$ cat src/rtl/func_call_pkg.sv
// Shared defaults and the two-operand add call used by the operand pipe.
// The add is evaluated at a fixed maximum width; callers truncate to WIDTH+1 bits.
package func_call_pkg;

   localparam int unsigned DEF_WIDTH = 8;
   localparam int unsigned DEF_DEPTH = 4;
   localparam int unsigned DEF_CNT_W = 16;
   localparam int unsigned ADD_W     = 64;

   // Zero-extended operands keep bit WIDTH of the truncated result equal to the carry.
   function automatic logic [ADD_W:0] add_call(input logic [ADD_W-1:0] a,
                                               input logic [ADD_W-1:0] b);
      return {1'b0, a} + {1'b0, b};
   endfunction

endpackage

$ cat src/rtl/func_operand_pipe_if.sv
// Operand/result handshake bundle for func_operand_pipe.
// The slave modport is the pipe itself; master is the producer/consumer side.
interface func_operand_pipe_if
   import func_call_pkg::*;
#(
   parameter int unsigned WIDTH = DEF_WIDTH,
   parameter int unsigned DEPTH = DEF_DEPTH,
   parameter int unsigned CNT_W = DEF_CNT_W
);

   logic                      flush;
   logic                      in_valid;
   logic                      in_ready;
   logic [WIDTH-1:0]          in_a;
   logic [WIDTH-1:0]          in_b;
   logic                      out_valid;
   logic                      out_ready;
   logic [WIDTH-1:0]          out_sum;
   logic                      out_carry;
   logic [CNT_W-1:0]          call_count;
   logic [$clog2(DEPTH):0]    fifo_level;

   modport slave (
      input  flush, in_valid, in_a, in_b, out_ready,
      output in_ready, out_valid, out_sum, out_carry, call_count, fifo_level
   );

   modport master (
      output flush, in_valid, in_a, in_b, out_ready,
      input  in_ready, out_valid, out_sum, out_carry, call_count, fifo_level
   );

endinterface

$ cat src/rtl/func_operand_fifo.sv
// Operand-pair FIFO with wrap-bit pointers; flush overrides push and pop.
// Push is judged against the registered full flag only, so a same-cycle pop never frees a slot.
module func_operand_fifo
   import func_call_pkg::*;
#(
   parameter  int unsigned DW    = 2 * DEF_WIDTH,
   parameter  int unsigned DEPTH = DEF_DEPTH,
   localparam int unsigned AW    = $clog2(DEPTH),
   localparam int unsigned LW    = AW + 1
) (
   input  logic          clk,
   input  logic          rst_n,
   input  logic          flush,
   input  logic          push_req,
   input  logic          pop_req,
   input  logic [DW-1:0] wr_data,
   output logic [DW-1:0] rd_data,
   output logic          full,
   output logic          empty,
   output logic [LW-1:0] level
);

   logic [LW-1:0] wptr_q, wptr_d;
   logic [LW-1:0] rptr_q, rptr_d;
   logic [DW-1:0] mem_q [DEPTH];
   logic [DW-1:0] mem_d [DEPTH];
   logic          push;
   logic          pop;

   assign full    = (wptr_q[AW] != rptr_q[AW]) && (wptr_q[AW-1:0] == rptr_q[AW-1:0]);
   assign empty   = (wptr_q == rptr_q);
   assign level   = wptr_q - rptr_q;
   assign rd_data = mem_q[rptr_q[AW-1:0]];
   assign push    = push_req & ~full & ~flush;
   assign pop     = pop_req & ~empty & ~flush;

   always_comb begin
      wptr_d = wptr_q;
      rptr_d = rptr_q;
      mem_d  = mem_q;
      if (flush) begin
         wptr_d = '0;
         rptr_d = '0;
      end else begin
         if (push) begin
            mem_d[wptr_q[AW-1:0]] = wr_data;
            wptr_d                = wptr_q + LW'(1);
         end
         if (pop) begin
            rptr_d = rptr_q + LW'(1);
         end
      end
   end

   always_ff @(posedge clk or negedge rst_n) begin
      if (!rst_n) begin
         wptr_q <= '0;
         rptr_q <= '0;
      end else begin
         wptr_q <= wptr_d;
         rptr_q <= rptr_d;
      end
   end

   // Storage needs no reset: entries are only visible between the pointers.
   always_ff @(posedge clk) begin
      mem_q <= mem_d;
   end

endmodule

$ cat src/rtl/func_operand_pipe.sv
// Operand FIFO feeding a registered add call behind a valid/ready output,
// with a free-running count of delivered results.
module func_operand_pipe
   import func_call_pkg::*;
#(
   parameter int unsigned WIDTH = DEF_WIDTH,
   parameter int unsigned DEPTH = DEF_DEPTH,
   parameter int unsigned CNT_W = DEF_CNT_W
) (
   input logic                clk,
   input logic                rst_n,
   func_operand_pipe_if.slave bus
);

   logic [2*WIDTH-1:0] head;
   logic               fifo_full;
   logic               fifo_empty;
   logic               pop;
   logic               fire;
   logic [WIDTH:0]     add_res;

   logic               out_valid_q, out_valid_d;
   logic [WIDTH-1:0]   out_sum_q, out_sum_d;
   logic               out_carry_q, out_carry_d;
   logic [CNT_W-1:0]   call_count_q, call_count_d;

   func_operand_fifo #(
      .DW    (2 * WIDTH),
      .DEPTH (DEPTH)
   ) u_fifo (
      .clk      (clk),
      .rst_n    (rst_n),
      .flush    (bus.flush),
      .push_req (bus.in_valid),
      .pop_req  (pop),
      .wr_data  ({bus.in_a, bus.in_b}),
      .rd_data  (head),
      .full     (fifo_full),
      .empty    (fifo_empty),
      .level    (bus.fifo_level)
   );

   // A flush cycle neither pops nor counts a delivery.
   assign fire    = out_valid_q & bus.out_ready & ~bus.flush;
   assign pop     = ~fifo_empty & (~out_valid_q | bus.out_ready) & ~bus.flush;
   assign add_res = (WIDTH+1)'(add_call(ADD_W'(head[2*WIDTH-1:WIDTH]), ADD_W'(head[WIDTH-1:0])));

   always_comb begin
      out_valid_d  = out_valid_q;
      out_sum_d    = out_sum_q;
      out_carry_d  = out_carry_q;
      call_count_d = call_count_q;
      if (bus.flush) begin
         out_valid_d = 1'b0;
      end else begin
         if (fire) begin
            call_count_d = call_count_q + CNT_W'(1);
         end
         if (pop) begin
            out_valid_d              = 1'b1;
            {out_carry_d, out_sum_d} = add_res;
         end else if (fire) begin
            out_valid_d = 1'b0;
         end
      end
   end

   always_ff @(posedge clk or negedge rst_n) begin
      if (!rst_n) begin
         out_valid_q  <= 1'b0;
         out_sum_q    <= '0;
         out_carry_q  <= 1'b0;
         call_count_q <= '0;
      end else begin
         out_valid_q  <= out_valid_d;
         out_sum_q    <= out_sum_d;
         out_carry_q  <= out_carry_d;
         call_count_q <= call_count_d;
      end
   end

   assign bus.in_ready   = ~fifo_full;
   assign bus.out_valid  = out_valid_q;
   assign bus.out_sum    = out_sum_q;
   assign bus.out_carry  = out_carry_q;
   assign bus.call_count = call_count_q;

endmodule
$ cat src/flat_wrapper.sv
// flat-port wrapper written by rule: the top's interface ports become plain ports
module func_operand_pipe_flat import func_call_pkg::*;
#(
   parameter int unsigned WIDTH = DEF_WIDTH,
   parameter int unsigned DEPTH = DEF_DEPTH,
   parameter int unsigned CNT_W = DEF_CNT_W
)
  (clk, rst_n, bus_flush, bus_in_valid, bus_in_a, bus_in_b, bus_out_ready, bus_in_ready, bus_out_valid, bus_out_sum, bus_out_carry, bus_call_count, bus_fifo_level);
  func_operand_pipe_if #(.WIDTH(WIDTH), .DEPTH(DEPTH), .CNT_W(CNT_W)) bus_i ();
  input logic clk;
  input logic rst_n;
  input wire logic [$bits(bus_i.flush)-1:0] bus_flush;
  input wire logic [$bits(bus_i.in_valid)-1:0] bus_in_valid;
  input wire logic [$bits(bus_i.in_a)-1:0] bus_in_a;
  input wire logic [$bits(bus_i.in_b)-1:0] bus_in_b;
  input wire logic [$bits(bus_i.out_ready)-1:0] bus_out_ready;
  output wire logic [$bits(bus_i.in_ready)-1:0] bus_in_ready;
  output wire logic [$bits(bus_i.out_valid)-1:0] bus_out_valid;
  output wire logic [$bits(bus_i.out_sum)-1:0] bus_out_sum;
  output wire logic [$bits(bus_i.out_carry)-1:0] bus_out_carry;
  output wire logic [$bits(bus_i.call_count)-1:0] bus_call_count;
  output wire logic [$bits(bus_i.fifo_level)-1:0] bus_fifo_level;
  assign bus_i.flush = bus_flush;
  assign bus_i.in_valid = bus_in_valid;
  assign bus_i.in_a = bus_in_a;
  assign bus_i.in_b = bus_in_b;
  assign bus_i.out_ready = bus_out_ready;
  assign bus_in_ready = bus_i.in_ready;
  assign bus_out_valid = bus_i.out_valid;
  assign bus_out_sum = bus_i.out_sum;
  assign bus_out_carry = bus_i.out_carry;
  assign bus_call_count = bus_i.call_count;
  assign bus_fifo_level = bus_i.fifo_level;
  func_operand_pipe #(.WIDTH(WIDTH), .DEPTH(DEPTH), .CNT_W(CNT_W)) u_core (.clk(clk), .rst_n(rst_n), .bus(bus_i));
endmodule
$ cat config.mk
export PLATFORM = sky130hd
export DESIGN_NAME = func_operand_pipe_flat
export DESIGN_NICKNAME = d
export VERILOG_FILES = /design/src/rtl/func_call_pkg.sv /design/src/rtl/func_operand_pipe_if.sv /design/src/rtl/func_operand_fifo.sv /design/src/rtl/func_operand_pipe.sv /design/src/flat_wrapper.sv
export SDC_FILE = /design/constraint.sdc
export NUM_CORES = 1
export LEC_CHECK = 0
export BUFFER_PORTS_ARGS = -buffer_cell sky130_fd_sc_hd__buf_2
export CAP_MARGIN = 20
export CORE_ASPECT_RATIO = 1.4
export CORE_MARGIN = 4
export CORE_UTILIZATION = 50
export CTS_BUF_LIST = sky130_fd_sc_hd__clkbuf_16
export CTS_CLUSTER_SIZE = 28
export DETAILED_ROUTE_END_ITERATION = 6
export PLACE_DENSITY_LB_ADDON = 0.3
export SLEW_MARGIN = 30
export SYNTH_ARGS = -nofsm -noshare
export SYNTH_HDL_FRONTEND = slang
export SYNTH_HIERARCHICAL = 1
export SYNTH_SLANG_ARGS = --single-unit
export TNS_END_PERCENT = 100
$ cat constraint.sdc
create_clock -name clk -period 5.5 [get_ports clk]
set_input_delay 0.275 -clock clk [delete_from_list [all_inputs] [get_ports clk]]
set_output_delay 0.275 -clock clk [all_outputs]
set_load 0.02 [all_outputs]
==> metrics.cfg, run 1 <==
[clock_network]
clock_latency_ns=0.34
cts_hold_buf=0
htree_levels=3
cts_resized=0
cts_tree=built
cts-root-buf=clkbuf_16
numCtsBuffers=9
clkSinkCount=96
clock_path_buffers=2
post_cts_buffers=0
clk_pin_slew_worst_paths_ns=0.06

[route]
wl_per_cell_um=17.3
postRouteAntennaNets=0
drc=0
routed_wl_mm=7.76
drt_iter0_drc=107
vias_per_cell=5.59
dr.pass1.iters=4
vias=2517

[floorplanning]
core_area_sq_um=8510
rows=40
ios=51
dieArea_sq_um=10300
fp.dieH_um=118
start_util=0.511
die-width_um=86.8

[synth]
synth-async-reset-ratio=0.333
ys_warn_count=6
yosysTopAreaCell=edfxtp_1
yosys_register_bits=96
synth.area.top_cells=edfxtp_1, dfrtp_1, mux4_1, ha_1, xnor2_1
synth_compound_area_frac=0.0599
synth_top_family_by_area=multiplexers
synth_area_per_cell_sq_um=15.4
synth.top_cell.area_share=0.442
synthAdderAreaFrac=0.0553
netlist_instances=283
ys_seq_area_frac=0.627
synth_mux_area_frac=0.101
synth_ff_type=edfxtp_1
synthDistinctLibCells=50
synthSimpleGateAreaFrac=0.0950
syn_area_sq_um=4350
synthXorXnorAreaFrac=0.0441
synth_edf_count=64
synth_fp_nets=322

[job]
cap_viol_max_count=0

[finish]
diodes=0
area_growth_pct=14.5
fin_nets=379
mostFrequentLayoutCells=edfxtp_1, buf_2, dfrtp_1
drive_gt1_frac=0.226
fill_cells=678
final_cells=450
final_common_cell=edfxtp_1

[sta]
finalMaxSlewViolations=0
fin_hold_ws_ns=-0.0161
worst_slack_ns=2.36
rsz0062_at_grt=no
max_slew_margin=0.405
worst_pin_slew_ns=0.892
finalSetupViolations=0
setup_tns_ns=0
fmax_mhz=318
final.period_utilization=0.571
hold_viol_final=32
finClkSkew_ns=0.00396
period_minus_slack_ns=3.14

[global_routing]
grt_max_degree=33
grt_pass1_wl_mm=12.8
grt_usage=0.163
grt_pass1_vias=2599
grt-ovfl-total=0
antenna_found_initial=0

[critical_path]
crit_arrival_ns=3.41
crit_path_start_kind=flop
end_kind=flop
critPathMaxFanout=19
path_class=reg2reg
cp.required_ns=5.77

[power_and_ir_drop]
pwr_density_cell_nw_per_um2=476
vdd_drop_max_uv=239
power_leakage_nw=2.02

[run_status]
violations=negative hold slack
status=finished, violations left

[hold_path]
hp-class=in2async

[placement]
pre_cts_ws_ns=2.36
dp.cells=434
io_buffer_count=50
place.gp.congestion=0.824
hpwl_mm=5.29

[synthesized netlist by cell type, types with 6 or more instances]
library cell  instances
a21oi_1               6
dfrtp_1              32
edfxtp_1             64
ha_1                 16
inv_1                 8
mux4_1               15
nand2_1              30
nand3_1               7
nand4_1               6
nor2_1               11
o21ai_0               7
xnor2_1              15
[logic make-up after synthesis]
| family | count (synthesis) |
|---|---|
| buf+inv | 15 |
| xor+xnor | 21 |
| mux | 18 |
| flops | 96 |
| fa+ha+maj | 18 |
| compound gates | 38 |
| simple gates | 77 |
[critical path, cell delays in order, from the launching register on]
cell	delay, ns
dfrtp_1	0.84
inv_1	0.22
ha_1	0.38
nand2_1	0.27
nor2_1	0.09
or3_1	0.53
inv_2	0.25
nand2_1	0.10
a211o_1	0.27
a21oi_1	0.11
[sequential cells by signal (all words and copies together), names as in the netlist]
name                   flops
u_core/bus.out_carry       1
u_core/u_fifo/mem_q       64
u_core/bus.out_sum         8
u_core/bus.out_valid       1
u_core/bus.call_count     16
u_core/u_fifo/wptr_q       3
u_core/u_fifo/rptr_q       3
[metrics by stage]
stage	power [mW]	hold slack, ns	utilization	area, sq um
after floorplan	1.60	-0.0206	-	4350
after global placement	1.79	0.369	0.553	4700
after detailed placement	1.81	0.374	0.553	4700
after CTS	2.39	0.00808	0.585	4970
after global routing	2.52	0.0449	0.585	4970
final	2.37	-0.0161	0.585	4970
[layer usage]
layer,GRT usage,vias up,routed length (um),part of all wire
met3,0.0265,13,322,0.041
met4,0.0877,0,201,0.026
met1,0.185,1241,3140,0.40
met2,0.286,62,4100,0.53
met5,0,-,0,0
li1,-,1201,-,-
[area by class of cell]
type                       instances  area [sq um]  area share
tap                              105           131      0.0264
clock buffer                       9           225      0.0453
inverter                           9          33.8     0.00679
sequential                        96          2720       0.547
timing repair buffer              52           265      0.0533
clock inverter                     7          47.5     0.00956
multi-input combinational        172          1550       0.311
[report_power, final]
part	switching (mW)	internal (mW)	leakage, nW	total, mW
clock network	0.259	0.307	0.133	0.566
logic	0.504	0.345	0.880	0.848
registers	0.0738	0.881	1.00	0.955
[worst paths after layout]
path / end / start / slack, ns / depth (start not counted)
max: u_core/u_fifo/rptr_q[2]$_DFFE_PN0P_ / u_core/u_fifo/rptr_q[1]$_DFFE_PN0P_ / 2.36 / 9
min: u_core/bus.out_sum[1]$_DFFE_PN0P_ / rst_n / -0.02 / 1
max reg2reg: u_core/u_fifo/rptr_q[2]$_DFFE_PN0P_ / u_core/u_fifo/rptr_q[1]$_DFFE_PN0P_ / 2.36 / 9
min reg2reg: u_core/bus.out_sum[0]$_DFFE_PN0P_ / u_core/bus.out_sum[0]$_DFFE_PN0P_ / 0.49 / 2
max in group asynchronous: u_core/u_fifo/rptr_q[0]$_DFFE_PN0P_ / rst_n / 5.06 / 1
min in group clk: u_core/u_fifo/mem_q[58]$_DFFE_PP_ / bus_in_a[2] / 0.15 / 1
(Power assumes the default switching activity.)
==> run 2: changes to the inputs <==
- clock period: 5.5 -> 2.85 ns (I/O delays scaled with it)
==> metrics.cfg, run 2 (same netlist as run 1, synthesis figures left out) <==
[power_and_ir_drop]
pwr_density_cell_nw_per_um2=916  ; +92%
finalPower_mw=4.61  ; +95%
power_leakage_nw=2.06  ; +2.2%
vdd_drop_max_uv=543  ; +130%

[clock_network]
post_cts_buffers=0  ; unchanged
clock_path_buffers=2  ; unchanged
htree_levels=3  ; unchanged
clkSinkCount=96  ; unchanged
clk_pin_slew_worst_paths_ns=0.07  ; about the same
cts_tree=built
cts-root-buf=clkbuf_16
clock_latency_ns=0.34  ; about the same
numCtsBuffers=9  ; unchanged

[floorplanning]
die-width_um=86.8  ; unchanged
dieArea_sq_um=10300  ; unchanged
rows=40  ; unchanged
ios=51  ; unchanged
fp.dieH_um=118  ; unchanged
start_util=0.511  ; unchanged
core_area_sq_um=8510  ; unchanged

[hold_path]
hp-class=in2reg

[route]
vias=2554  ; +1.5%
routed_wl_mm=7.98  ; +2.8%
drc=0  ; unchanged
dr.pass1.iters=4  ; unchanged
postRouteAntennaNets=0  ; unchanged
drt_iter0_drc=147  ; +37%
wl_per_cell_um=17.5  ; +1.3%
vias_per_cell=5.59  ; about the same

[sta]
setup_tns_ns=0  ; unchanged
max_slew_margin=0.528  ; +0.122
worst_slack_ns=0.124  ; -2.24 ns
fmax_mhz=367  ; +15%
final.period_utilization=0.957  ; +0.386
finalMaxSlewViolations=0  ; unchanged
period_minus_slack_ns=2.73  ; -0.414 ns
hold_viol_final=0  ; -100%
worst_pin_slew_ns=0.708  ; -0.183 ns
finalSetupViolations=0  ; unchanged
rsz0062_at_grt=no
finClkSkew_ns=0.00555  ; +0.00158 ns

[finish]
multi_input_area_sq_um=1550  ; unchanged
diodes=0  ; unchanged
fin_nets=386  ; +1.8%
mostFrequentLayoutCells=edfxtp_1, buf_2, dfrtp_1
fill_cells=675  ; -0.44%
post-route-util=0.592  ; +0.00706
largest_reg_flops=64  ; unchanged
area_growth_pct=15.9
drive_gt1_frac=0.241  ; +0.0154
top_register=u_core/u_fifo/mem_q
final_common_cell=edfxtp_1
seqCellArea_sq_um=2720  ; about the same

[global_routing]
grt_pass1_vias=2651  ; +2.0%
gr-usage-met3=0.0411  ; +0.0146
gr-usage-met1=0.208  ; +0.0227
grt_pass1_wl_mm=13.3  ; +4.1%
met2_usage=0.277  ; -0.00903
grt_max_degree=33  ; unchanged
grt-ovfl-total=0  ; unchanged
grt_busiest_layer=met2
grt_usage=0.169  ; +0.00597
antenna_found_initial=0  ; unchanged

[critical_path]
crit_path_start_kind=flop
crit_arrival_ns=2.95  ; -0.46 ns
end_kind=flop
cp.required_ns=3.07  ; -2.70 ns
path_class=reg2reg
critPathMaxFanout=5  ; -14

[job]
cap_viol_max_count=0  ; unchanged

[placement]
hpwl_mm=5.44  ; +2.9%
pre_cts_ws_ns=0.103  ; -2.25 ns
io_buffer_count=50  ; unchanged
place.gp.congestion=0.788  ; -4.3%

[run_status]
status=completed

-- run 2: cell types whose count changed in the layout (fill, tap and decap cells not counted), sizes merged --
| cell | delta |
|---|---|
| clkinv | +1 |
| inv | +1 |
| dlygate4sd3 | +1 |
| buf | +6 |
| clkinvlp | -2 |
-- run 2: area by class of cell --
| class | instances | share of cell area |
|---|---|---|
| well taps | 105 | 0.0261 |
| clock buffers | 9 | 0.0447 |
| multi-input cells | 172 | 0.308 |
| clock inverters | 7 | 0.00944 |
| repair buffers | 59 | 0.0644 |
| inverters | 9 | 0.00671 |
| flip-flops and latches | 96 | 0.541 |
-- run 2: where the power goes --
part / internal, mW / total, mW / switching, mW
registers: 1.70 / 1.84 / 0.137
logic: 0.710 / 1.69 / 0.980
clock network: 0.592 / 1.09 / 0.493
total: 3.00 / 4.61 / 1.61
-- run 2: repair_timing --
action | CTS | global route
endpoints found under the hold margin | 32 | 0
hold buffers | 1 | 0
setup endpoints to repair | 0 | 4
gates resized for setup | 0 | 3
-- run 2: worst max-delay path: stages, from the launching register on --
cell      delay, ns
dfrtp_2        0.44
mux4_1         0.59
ha_1           0.26
fa_1           0.44
a211o_1        0.32
o211ai_1       0.17
o311ai_1       0.12
mux2_2         0.27
-- run 2: metrics by stage --
stage	instances	hold slack [ns]	instance area [sq um]
floorplan	283	-0.153	4350
global placement	440	0.238	4750
detailed placement	440	0.241	4750
CTS	457	0.00138	5030
global route	457	0.000467	5030
finish	457	0.0127	5030
-- run 2: layer usage --
metal / share of wire / wire length, um
met4: 0.027 / 217
met1: 0.41 / 3260
met5: 0 / 0
met3: 0.045 / 361
met2: 0.52 / 4140
-- run 2: worst paths after layout --
| path | startpoint | end | slack (ns) | cells past startpoint |
|---|---|---|---|---|
| max reg2reg | u_core/u_fifo/rptr_q[0]$_DFFE_PN0P_ | u_core/bus.out_sum[6]$_DFFE_PN0P_ | 0.12 | 7 |
| max | u_core/u_fifo/rptr_q[0]$_DFFE_PN0P_ | u_core/bus.out_sum[6]$_DFFE_PN0P_ | 0.12 | 7 |
| min | bus_in_b[4] | u_core/u_fifo/mem_q[36]$_DFFE_PP_ | 0.01 | 1 |
| max in group asynchronous | rst_n | u_core/u_fifo/rptr_q[0]$_DFFE_PN0P_ | 1.96 | 2 |
| min reg2reg | u_core/bus.out_sum[1]$_DFFE_PN0P_ | u_core/bus.out_sum[1]$_DFFE_PN0P_ | 0.47 | 2 |
| min in group asynchronous | rst_n | u_core/bus.call_count[8]$_DFFE_PN0P_ | 0.39 | 2 |
==> run 3: changes to the inputs <==
--- a/config.mk
+++ b/config.mk
@@ -11,5 +11,4 @@
 export CORE_MARGIN = 4
 export CORE_UTILIZATION = 50
-export CTS_BUF_LIST = sky130_fd_sc_hd__clkbuf_16
 export CTS_CLUSTER_SIZE = 28
 export DETAILED_ROUTE_END_ITERATION = 6
==> constraint.sdc (replaced) <==
create_clock -name clk -period 2.85 [get_ports clk]
set_input_delay 0.285 -clock clk [delete_from_list [all_inputs] [get_ports clk]]
set_output_delay 0.285 -clock clk [all_outputs]
set_load 0.02 [all_outputs]
==> metrics.cfg, run 3 (same netlist as run 1, synthesis figures left out) <==
[run_status]
status=finished, violations left
violations=negative hold slack

[floorplanning]
die-width_um=86.8  ; unchanged
fp.dieH_um=118  ; unchanged
start_util=0.511  ; unchanged
core_area_sq_um=8510  ; unchanged
dieArea_sq_um=10300  ; unchanged
rows=40  ; unchanged
ios=51  ; unchanged

[global_routing]
grt_pass1_wl_mm=13.3  ; unchanged
grt-ovfl-total=0  ; unchanged
antenna_found_initial=0  ; unchanged
grt_pass1_vias=2651  ; unchanged
grt_usage=0.169  ; unchanged
grt_max_degree=33  ; unchanged

[clock_network]
clkSinkCount=96  ; unchanged
htree_levels=3  ; unchanged
clock_path_buffers=2  ; unchanged
post_cts_buffers=0  ; unchanged
numCtsBuffers=9  ; unchanged
cts-root-buf=clkbuf_16
clock_latency_ns=0.34  ; about the same
clk_pin_slew_worst_paths_ns=0.06  ; about the same
cts_tree=built

[critical_path]
crit_arrival_ns=2.97  ; +0.02 ns
critPathMaxFanout=5  ; unchanged
ff2ff_path_depth=7  ; unchanged
crit_path_start_kind=flop
path_class=reg2reg
path_cells=mux4_1, ha_1, fa_1, a211o_1, o211ai_1, o311ai_1, mux2_2
max_stage_delay_ns=0.61  ; +0.02 ns
cp.required_ns=3.07  ; about the same
crit_path_top_delay_cell=mux4_1
end_kind=flop

[power_and_ir_drop]
clock_power_share=0.236  ; about the same
finalPower_mw=4.62  ; +0.22%
share_comb_of_total_power=0.366  ; about the same
switching_share=0.349  ; about the same
p_int_mw=3.01  ; +0.23%
seq_power_share=0.397  ; about the same
p_sw_mw=1.61  ; +0.20%
vdd_drop_max_uv=540  ; -0.53%
pwr_density_cell_nw_per_um2=920  ; +0.42%
power_leakage_nw=2.05  ; -0.60%

[sta]
period_minus_slack_ns=2.75  ; +0.0206 ns
rsz0062_at_grt=no
worst_pin_slew_ns=0.711  ; +0.00252 ns
hold_viol_final=2  ; +2
max_slew_margin=0.526  ; -0.00168
finClkSkew_ns=0.00688  ; +0.00133 ns
worst_slack_ns=0.103  ; -0.0206 ns
fmax_mhz=364  ; -0.75%
finalSetupViolations=0  ; unchanged
fin_hold_ws_ns=-0.00496  ; -0.0177 ns
final.period_utilization=0.964  ; +0.00721
setup_tns_ns=0  ; unchanged
finalMaxSlewViolations=0  ; unchanged

[job]
cap_viol_max_count=0  ; unchanged

[route]
dr.pass1.iters=5  ; +1
vias=2534  ; -0.78%
wl_per_cell_um=17.5  ; +0.31%
vias_per_cell=5.56  ; -0.57%
drt_iter0_drc=136  ; -7.5%
routed_wl_mm=7.99  ; about the same
drc=0  ; unchanged
postRouteAntennaNets=0  ; unchanged

[finish]
final_common_cell=edfxtp_1
drive_gt1_frac=0.242  ; +0.000688
largest_reg_flops=64  ; unchanged
top_register=u_core/u_fifo/mem_q
mostFrequentLayoutCells=edfxtp_1, buf_2, dfrtp_1
fin_area_sq_um=5020  ; -0.20%
diodes=0  ; unchanged
area_growth_pct=15.6
fin_nets=385  ; -0.26%

[placement]
pre_cts_ws_ns=0.103  ; unchanged
io_buffer_count=50  ; unchanged
hpwl_mm=5.44  ; unchanged
dpl_cell_area_sq_um=4750  ; unchanged
place.gp.congestion=0.788  ; unchanged

[hold_path]
hp-class=in2async

## run 3: final cells by class
| cell class | count | area, sq um |
|---|---|---|
| Timing Repair Buffer | 58 | 314 |
| Sequential cell | 96 | 2720 |
| Clock buffer | 11 | 233 |
| Tap cell | 105 | 131 |
| Fill cell | 676 | 3480 |
| Inverter | 9 | 33.8 |
| Clock inverter | 5 | 40.0 |
| Multi-Input combinational cell | 172 | 1550 |
## run 3: metal layers
metal  wire length, um  GRT usage  vias up
met5                 0          0        -
li1                  -          -     1221
met3               382     0.0411        9
met1              3270      0.208     1231
met2              4190      0.277       73
met4               142     0.0789        0
## run 3: per-stage QoR
step                instances  hold slack, ns  utilization
finish                    456        -0.00496        0.591
CTS                       456          0.0179        0.590
global route              456          0.0489        0.591
floorplan                 283         -0.0106            -
global placement          440           0.380        0.558
detailed placement        440           0.383        0.558
## run 3: repair_timing
item,CTS,global route
hold buffers,0,0
endpoints found under the setup margin,0,4
resized for setup,0,3
## run 3: final timing paths
check	slack (ns)	endpoint	startpoint
max	0.10	u_core/bus.out_sum[6]$_DFFE_PN0P_	u_core/u_fifo/rptr_q[0]$_DFFE_PN0P_
max reg2reg	0.10	u_core/bus.out_sum[6]$_DFFE_PN0P_	u_core/u_fifo/rptr_q[0]$_DFFE_PN0P_
min reg2reg	0.47	u_core/bus.out_sum[1]$_DFFE_PN0P_	u_core/bus.out_sum[1]$_DFFE_PN0P_
min in group clk	0.16	u_core/u_fifo/mem_q[52]$_DFFE_PP_	bus_in_b[4]
max in group asynchronous	2.35	u_core/u_fifo/rptr_q[0]$_DFFE_PN0P_	rst_n
min	-0.005	u_core/bus.call_count[8]$_DFFE_PN0P_	rst_n
## run 3: critical path, delay by kind of cell (launching register included)
family,cells,cell delay [ns]
multiplexers,2,0.88
adder cells (fa/ha/maj),2,0.69
AO/OA/AOI/OAI,3,0.62
flip-flops,1,0.44
## run 3: power by group through the flow
stage	Clock, mW	Combinational (mW)	Sequential [mW]
2_1_floorplan	0	1.14	1.94
3_3_place_gp	0	1.64	1.85
3_5_place_dp	0	1.67	1.87
4_1_cts	1.13	1.70	1.84
5_1_grt	1.20	1.88	1.86
6_report	1.09	1.69	1.84
